`src/rtl/spi_memory_bridge_if.sv`:
```
// Core-side load/store bus plus SPI pins of the SPI memory bridge.
// The bridge uses the slave modport; the core/system side uses master.
interface spi_memory_bridge_if;
    logic        memory_read;
    logic        memory_write;
    logic [2:0]  option;
    logic [31:0] address;
    logic [31:0] write_data;
    logic [31:0] read_data;
    logic        memory_response;
    logic        busy;
    logic        spi_cs_n;
    logic        spi_sck;
    logic        spi_mosi;
    logic        spi_miso;

    modport master (
        output memory_read, memory_write, option, address, write_data, spi_miso,
        input  read_data, memory_response, busy, spi_cs_n, spi_sck, spi_mosi
    );

    modport slave (
        input  memory_read, memory_write, option, address, write_data, spi_miso,
        output read_data, memory_response, busy, spi_cs_n, spi_sck, spi_mosi
    );
endinterface

```
`src/rtl/spi_memory_bridge.sv`:
```
// Bridges single core loads/stores to an SPI serial memory (mode 0,
// opcode + 24-bit address + 1/2/4 data bytes, lowest address first).
module spi_memory_bridge #(
    parameter int unsigned CLK_DIV   = 1,
    parameter logic [7:0]  READ_CMD  = 8'h03,
    parameter logic [7:0]  WRITE_CMD = 8'h02
) (
    input  logic              clk,
    input  logic              rst_n,
    spi_memory_bridge_if.slave bus
);

    typedef enum logic [2:0] {
        IDLE,
        START,
        XFER,
        STOP,
        RELEASE
    } state_t;

    localparam logic [7:0] DIV_LAST = 8'(CLK_DIV - 1);

    state_t      r_state;
    logic [2:0]  r_option;
    logic        r_is_write;
    logic [63:0] r_tx;
    logic [31:0] r_rx;
    logic [7:0]  r_div_cnt;
    logic [6:0]  r_bit_cnt;
    logic        r_cs_n;
    logic        r_sck;
    logic        r_mosi;
    logic        r_response;
    logic        r_busy;
    logic [31:0] r_read_data;

    logic        w_req;
    logic [31:0] w_data_in;
    logic [63:0] w_tx_in;
    logic [31:0] w_rx_word;
    logic [6:0]  w_last_bit;
    logic [31:0] w_rd_ext;
    logic        w_unused;

    assign w_req    = bus.memory_read | bus.memory_write;
    assign w_unused = ^bus.address[31:24];

    // Store bytes go out lowest address first; received bytes are the
    // same order, so both directions are a plain byte reversal.
    generate
        for (genvar gi = 0; gi < 4; gi++) begin : g_bytes
            assign w_data_in[8*(3-gi) +: 8] = bus.memory_write ? bus.write_data[8*gi +: 8] : 8'h00;
            assign w_rx_word[8*gi +: 8]     = r_rx[8*(3-gi) +: 8];
        end
    endgenerate

    assign w_tx_in = {(bus.memory_write ? WRITE_CMD : READ_CMD), bus.address[23:0], w_data_in};

    always_comb begin
        w_last_bit = 7'd63;
        case (r_option[1:0])
            2'b00:   w_last_bit = 7'd39;
            2'b01:   w_last_bit = 7'd47;
            default: w_last_bit = 7'd63;
        endcase
    end

    // Byte/half results sit in the top of w_rx_word after reversal.
    always_comb begin
        w_rd_ext = w_rx_word;
        case (r_option)
            3'b000:  w_rd_ext = {{24{w_rx_word[31]}}, w_rx_word[31:24]};
            3'b001:  w_rd_ext = {{16{w_rx_word[31]}}, w_rx_word[31:16]};
            3'b100:  w_rd_ext = {24'h000000, w_rx_word[31:24]};
            3'b101:  w_rd_ext = {16'h0000, w_rx_word[31:16]};
            default: w_rd_ext = w_rx_word;
        endcase
    end

    always_ff @(posedge clk or negedge rst_n) begin
        if (!rst_n) begin
            r_state     <= IDLE;
            r_option    <= 3'b000;
            r_is_write  <= 1'b0;
            r_tx        <= 64'h0;
            r_rx        <= 32'h0;
            r_div_cnt   <= 8'h00;
            r_bit_cnt   <= 7'd0;
            r_cs_n      <= 1'b1;
            r_sck       <= 1'b0;
            r_mosi      <= 1'b0;
            r_response  <= 1'b0;
            r_busy      <= 1'b0;
            r_read_data <= 32'h0;
        end else begin
            case (r_state)
                IDLE: begin
                    if (w_req) begin
                        r_option   <= bus.option;
                        r_is_write <= bus.memory_write;
                        r_tx       <= w_tx_in;
                        r_mosi     <= w_tx_in[63];
                        r_cs_n     <= 1'b0;
                        r_sck      <= 1'b0;
                        r_busy     <= 1'b1;
                        r_state    <= START;
                    end
                end
                START: begin
                    r_div_cnt <= 8'h00;
                    r_bit_cnt <= 7'd0;
                    r_state   <= XFER;
                end
                XFER: begin
                    if (r_div_cnt == DIV_LAST) begin
                        r_div_cnt <= 8'h00;
                        if (!r_sck) begin
                            r_sck <= 1'b1;
                            r_rx  <= {r_rx[30:0], bus.spi_miso};
                        end else begin
                            // Falling edge: next MOSI bit, or end of frame.
                            r_sck <= 1'b0;
                            if (r_bit_cnt == w_last_bit) begin
                                r_cs_n  <= 1'b1;
                                r_mosi  <= 1'b0;
                                r_state <= STOP;
                            end else begin
                                r_bit_cnt <= r_bit_cnt + 7'd1;
                                r_tx      <= {r_tx[62:0], 1'b0};
                                r_mosi    <= r_tx[62];
                            end
                        end
                    end else begin
                        r_div_cnt <= r_div_cnt + 8'd1;
                    end
                end
                STOP: begin
                    r_response <= 1'b1;
                    if (!r_is_write) begin
                        r_read_data <= w_rd_ext;
                    end
                    r_state <= RELEASE;
                end
                RELEASE: begin
                    r_response <= 1'b0;
                    r_busy     <= 1'b0;
                    if (!w_req) begin
                        r_state <= IDLE;
                    end
                end
                default: r_state <= IDLE;
            endcase
        end
    end

    assign bus.read_data       = r_read_data;
    assign bus.memory_response = r_response;
    assign bus.busy            = r_busy;
    assign bus.spi_cs_n        = r_cs_n;
    assign bus.spi_sck         = r_sck;
    assign bus.spi_mosi        = r_mosi;

endmodule

```
`src/flat_wrapper.sv`:
```
// flat-port wrapper written by rule: the top's interface ports become plain ports
module spi_memory_bridge_flat 
#(
    parameter int unsigned CLK_DIV   = 1,
    parameter logic [7:0]  READ_CMD  = 8'h03,
    parameter logic [7:0]  WRITE_CMD = 8'h02
)
  (clk, rst_n, bus_memory_read, bus_memory_write, bus_option, bus_address, bus_write_data, bus_spi_miso, bus_read_data, bus_memory_response, bus_busy, bus_spi_cs_n, bus_spi_sck, bus_spi_mosi);
  spi_memory_bridge_if bus_i ();
  input  logic clk;
  input  logic rst_n;
  input wire logic [$bits(bus_i.memory_read)-1:0] bus_memory_read;
  input wire logic [$bits(bus_i.memory_write)-1:0] bus_memory_write;
  input wire logic [$bits(bus_i.option)-1:0] bus_option;
  input wire logic [$bits(bus_i.address)-1:0] bus_address;
  input wire logic [$bits(bus_i.write_data)-1:0] bus_write_data;
  input wire logic [$bits(bus_i.spi_miso)-1:0] bus_spi_miso;
  output wire logic [$bits(bus_i.read_data)-1:0] bus_read_data;
  output wire logic [$bits(bus_i.memory_response)-1:0] bus_memory_response;
  output wire logic [$bits(bus_i.busy)-1:0] bus_busy;
  output wire logic [$bits(bus_i.spi_cs_n)-1:0] bus_spi_cs_n;
  output wire logic [$bits(bus_i.spi_sck)-1:0] bus_spi_sck;
  output wire logic [$bits(bus_i.spi_mosi)-1:0] bus_spi_mosi;
  assign bus_i.memory_read = bus_memory_read;
  assign bus_i.memory_write = bus_memory_write;
  assign bus_i.option = bus_option;
  assign bus_i.address = bus_address;
  assign bus_i.write_data = bus_write_data;
  assign bus_i.spi_miso = bus_spi_miso;
  assign bus_read_data = bus_i.read_data;
  assign bus_memory_response = bus_i.memory_response;
  assign bus_busy = bus_i.busy;
  assign bus_spi_cs_n = bus_i.spi_cs_n;
  assign bus_spi_sck = bus_i.spi_sck;
  assign bus_spi_mosi = bus_i.spi_mosi;
  spi_memory_bridge #(.CLK_DIV(CLK_DIV), .READ_CMD(READ_CMD), .WRITE_CMD(WRITE_CMD)) u_core (.clk(clk), .rst_n(rst_n), .bus(bus_i));
endmodule
```
`config.mk`:
```
export PLATFORM = sky130hd
export DESIGN_NAME = spi_memory_bridge_flat
export DESIGN_NICKNAME = d
export VERILOG_FILES = /design/src/rtl/spi_memory_bridge_if.sv /design/src/rtl/spi_memory_bridge.sv /design/src/flat_wrapper.sv
export SDC_FILE = /design/constraint.sdc
export NUM_CORES = 1
export LEC_CHECK = 0
export CORE_MARGIN = 3
export CORE_UTILIZATION = 45
export DETAILED_ROUTE_END_ITERATION = 16
export PLACE_DENSITY = 0.78
export SYNTH_ARGS = -nofsm -noshare
export SYNTH_HDL_FRONTEND = slang
export SYNTH_SLANG_ARGS = --single-unit
```
`constraint.sdc`:
```
create_clock -name clk -period 2.5 [get_ports clk]
set_clock_uncertainty 0.15 [all_clocks]
set_input_delay 0.5 -clock clk [delete_from_list [all_inputs] [get_ports clk]]
set_output_delay 0.5 -clock clk [all_outputs]
set_load 0.1 [all_outputs]
```
==> key figures, run 1 <==
STA
  – Actual slew at the worst max-slew pin: between 0.6 and 0.7 ns
  – Setup violators final: 0
  – RSZ-0062 raised after global routing: false
  – Hold slack final: 0.326 ns
  – Final Hold Fails: 0
  – TNS Setup: 0 ns
  – Relative max-transition margin: roughly three fifths
  – Fin crit share: between 90% and 100%
  – Min Tclk post-route: 2.34 ns
  – Max frequency: approximately 430 MHz
  – Slew Viols, Final: 0

Floorplanning
  – Io pins: ~110
  – Die footprint: approximately 0.017 mm2
  – Die W: around 130 um
  – Die H: around 130 um
  – Core ar.: ~0.015 mm2
  – Initial core utilization: 46.6%
  – Site Rows: 45

Setup path
  – Critical path arrival: between 2 and 2.5 ns
  – Critical path, cell by cell: or3_1 -> a2111o_1 -> o211a_2 -> buf_12 -> mux2_4
  – Critical path buffers and inverters: 1
  – Critical path fanouts, max: 14
  – Slowest cell on crit path: a2111o_1
  – Crit path kind: register to register
  – Worst setup SP type: register
  – Kind of cell adding the most delay to the critical path: compound AO/OA/AOI/OAI gates
  – Endpoint class of the critical path: register
  – Slowest cell delay on critical path: roughly 0.47 ns
  – Data required time at the worst endpoint: 2.65 ns
  – Critical path origin: u_core.r_option[1]$_DFFE_PN0P_
  – Reg2reg start: u_core.r_option[1]$_DFFE_PN0P_

GRT
  – GRT Util Overall: approximately 18%
  – Vias in the first global route: ~5200
  – Global-route wire length before repair: between 20000 and 30000 um
  – Initial antenna violation count: 0
  – Largest net degree at the start of global routing: 63
  – Grt ovf: 0

Yosys
  – Dominant synthesized flop cell: dfrtp_1
  – Count of state elements after synthesis: 154
  – Async SR Flop Fraction: 100%
  – Register area share after synthesis: 53.8%
  – YS warnings: 0
  – Synth cell types: 53
  – Synthesized area: about 0.0072 mm2
  – Syn Nets: ~770
  – Synthesized area per cell: 10.3 um2
  – Mapped Cells: between 600 and 700
  – Post-synth EDFFs: 0

Placed design
  – GP Congestion: around 0.86
  – Port buffer count: 100
  – Final HPWL DP: ~10000 um

Run status
  – Outcome: completed

Power and ir drop
  – Pwr per Cell Area: 1300 mW/mm2
  – Sequential share of power: between 30% and 40%
  – Combinational fraction of design power: between 40% and 50%
  – Switch share: 41.4%
  – Leakage: between 4 and 5 nW
  – Internal: between 6 and 7 mW
  – Switching power: roughly 4.8 mW
  – Part of the power in the clock network: 21.9%
  – Max IR drop VDD: around 0.67 mV

Clocking
  – Total CTS buffers: 17
  – Postcts setup bufs: 0
  – TritonCTS clock tree: built
  – Root Buffer Master: clkbuf_16
  – Clk pin slew, worst setup/hold paths: 0.06 ns
  – Sink Count: approximately 150
  – Worst-Skew Late Latency: between 0.4 and 0.5 ns
  – Htree depth: 4
  – Max Root-Sink Buffers: 2

Route
  – DRC: 0
  – DR top layer: met4
  – Vias: about 5400
  – 1st-iter DRT viols: roughly 270
  – DRT Pass-1 Iters: 4
  – Final ANT Viol Nets: 0
  – Total Routed Length: 15100 um
  – Met1 Routed Length: between 6000 and 7000 um
  – WL met3: around 700 um
  – DR WL met2: 7330 um
  – Routed wire per std cell: 14.8 um
  – Vias per cell: roughly 5.3

Run
  – Max Cap Viol: 0

Hold path
  – Worst Hold Class: register to register
  – Min-delay src: u_core.bus.read_data[19]$_DFFE_PN0P_

Layout
  – Layout cell share with drive strength beyond 1: 21.6%
  – Fin nets: about 870
  – Commonest cells after routing, fill and taps aside: 153 x dfrtp_1, 109 x nand2_1, 66 x nor2_1
  – Commonest non-fill, non-tap cell in the layout: dfrtp_1
  – Diode count: 0
  – Synth-to-Final Area Change: 25.8%
## tightest hold or removal path: stages (launching register included)
cell	delay [ns]
dfrtp_1	0.34
nand2_1	0.05
o21ai_0	0.06
## sequential cells by signal (all words and copies together), names as in the netlist
name / count
u_core.bus.busy: 1
u_core.bus.memory_response: 1
u_core.bus.read_data: 32
u_core.bus.spi_cs_n: 1
u_core.bus.spi_mosi: 1
u_core.bus.spi_sck: 1
u_core.r_bit_cnt: 7
u_core.r_div_cnt: 8
u_core.r_is_write: 1
u_core.r_option: 3
u_core.r_rx: 32
u_core.r_state: 3
u_core.r_tx: 63
## cell type report
class / count / area (um2)
fillers: 1339 / 6350
flip-flops and latches: 154 / 3850
multi-input cells: 488 / 3090
clock buffers: 18 / 439
well taps: 211 / 264
repair buffers: 131 / 1190
clock inverters: 14 / 154
inverters: 6 / 22.5
## cell usage after synthesis (all sizes together) (3+ instances only)
cell	number	area share (%)
buf	12	0.87
nor3	4	0.35
o21ai	41	2.9
clkbuf	38	2.0
ha	3	0.52
nor3b	4	0.42
o22a	24	2.9
a21oi	54	3.8
inv	6	0.31
dfrtp	153	53
and3	4	0.35
nor2b	3	0.26
nand3	39	2.7
nand2	109	5.7
nand2b	3	0.26
mux2	66	11
a22o	10	1.2
mux2i	13	1.8
a221oi	7	0.86
nor2	66	3.5
## power by group through the flow
stage               combinational [mW]  clock [mW]  sequential (mW)
global route                      5.81        2.72             3.85
finish                            5.37        2.56             3.75
CTS                               5.42        2.61             3.76
detailed placement                5.41           0             3.79
global placement                  5.30           0             3.76
floorplan                         2.88           0             4.96
## logic make-up (layout without fill, tap and decap cells)
logic type / Yosys count / in the layout / synth area share [%]
flip-flops: 154 / 154 / 53.8
AO/OA/AOI/OAI: 158 / 158 / 14.2
XOR/XNOR: 3 / 3 / 0.367
AND/OR/NAND/NOR: 245 / 245 / 15.0
multiplexers: 79 / 79 / 13.0
buffers and inverters: 56 / 169 / 3.18
adder cells (fa/ha/maj): 3 / 3 / 0.524
## worst paths after layout
path / to / slack, ns / cells after the start
min in group asynchronous: u_core.bus.read_data[28]$_DFFE_PN0P_ / 0.43 / 2
hold reg to reg: u_core.bus.read_data[19]$_DFFE_PN0P_ / 0.33 / 2
setup / recovery: u_core.r_tx[22]$_DFFE_PN0P_ / 0.16 / 5
max in group asynchronous: u_core.r_tx[49]$_DFFE_PN0P_ / 1.04 / 3
setup reg to reg: u_core.r_tx[22]$_DFFE_PN0P_ / 0.16 / 5
hold / removal: u_core.bus.read_data[19]$_DFFE_PN0P_ / 0.33 / 2
## routing by layer
metal,vias up,track usage (%)
met5,-,0
met4,0,4.16
li1,2660,-
met3,8,5.23
met1,2588,23.8
met2,124,29.0
## through the flow
step	setup slack (ns)	cell area (um2)	utilization, %	power (mW)	instances
final	0.155	9020	58.7	11.7	1022
after global routing	0.0940	9020	58.7	12.4	1022
after CTS	0.143	9020	58.7	11.8	1022
after detailed placement	0.124	8420	54.7	9.20	989
after global placement	0.142	8420	54.7	9.06	989
after floorplan	0.104	7170	-	7.83	698
## timing repair
| item | in CTS | in global routing |
|---|---|---|
| endpoints found under the hold margin | 47 | 0 |
| gates resized for setup | 0 | 0 |
| hold buffers | 1 | 0 |
Note: power is estimated with default switching activity, not from simulation.
==> inputs of run 2 (changes only) <==
--- a/config.mk
+++ b/config.mk
@@ -5,6 +5,7 @@
 export SDC_FILE = /design/constraint.sdc
 export NUM_CORES = 1
 export LEC_CHECK = 0
+export CAP_MARGIN = 40
 export CORE_MARGIN = 3
 export CORE_UTILIZATION = 45
 export DETAILED_ROUTE_END_ITERATION = 16
==> results of run 2 <==
Same layout as run 1: the final DEF is identical, and so are final timing and power.
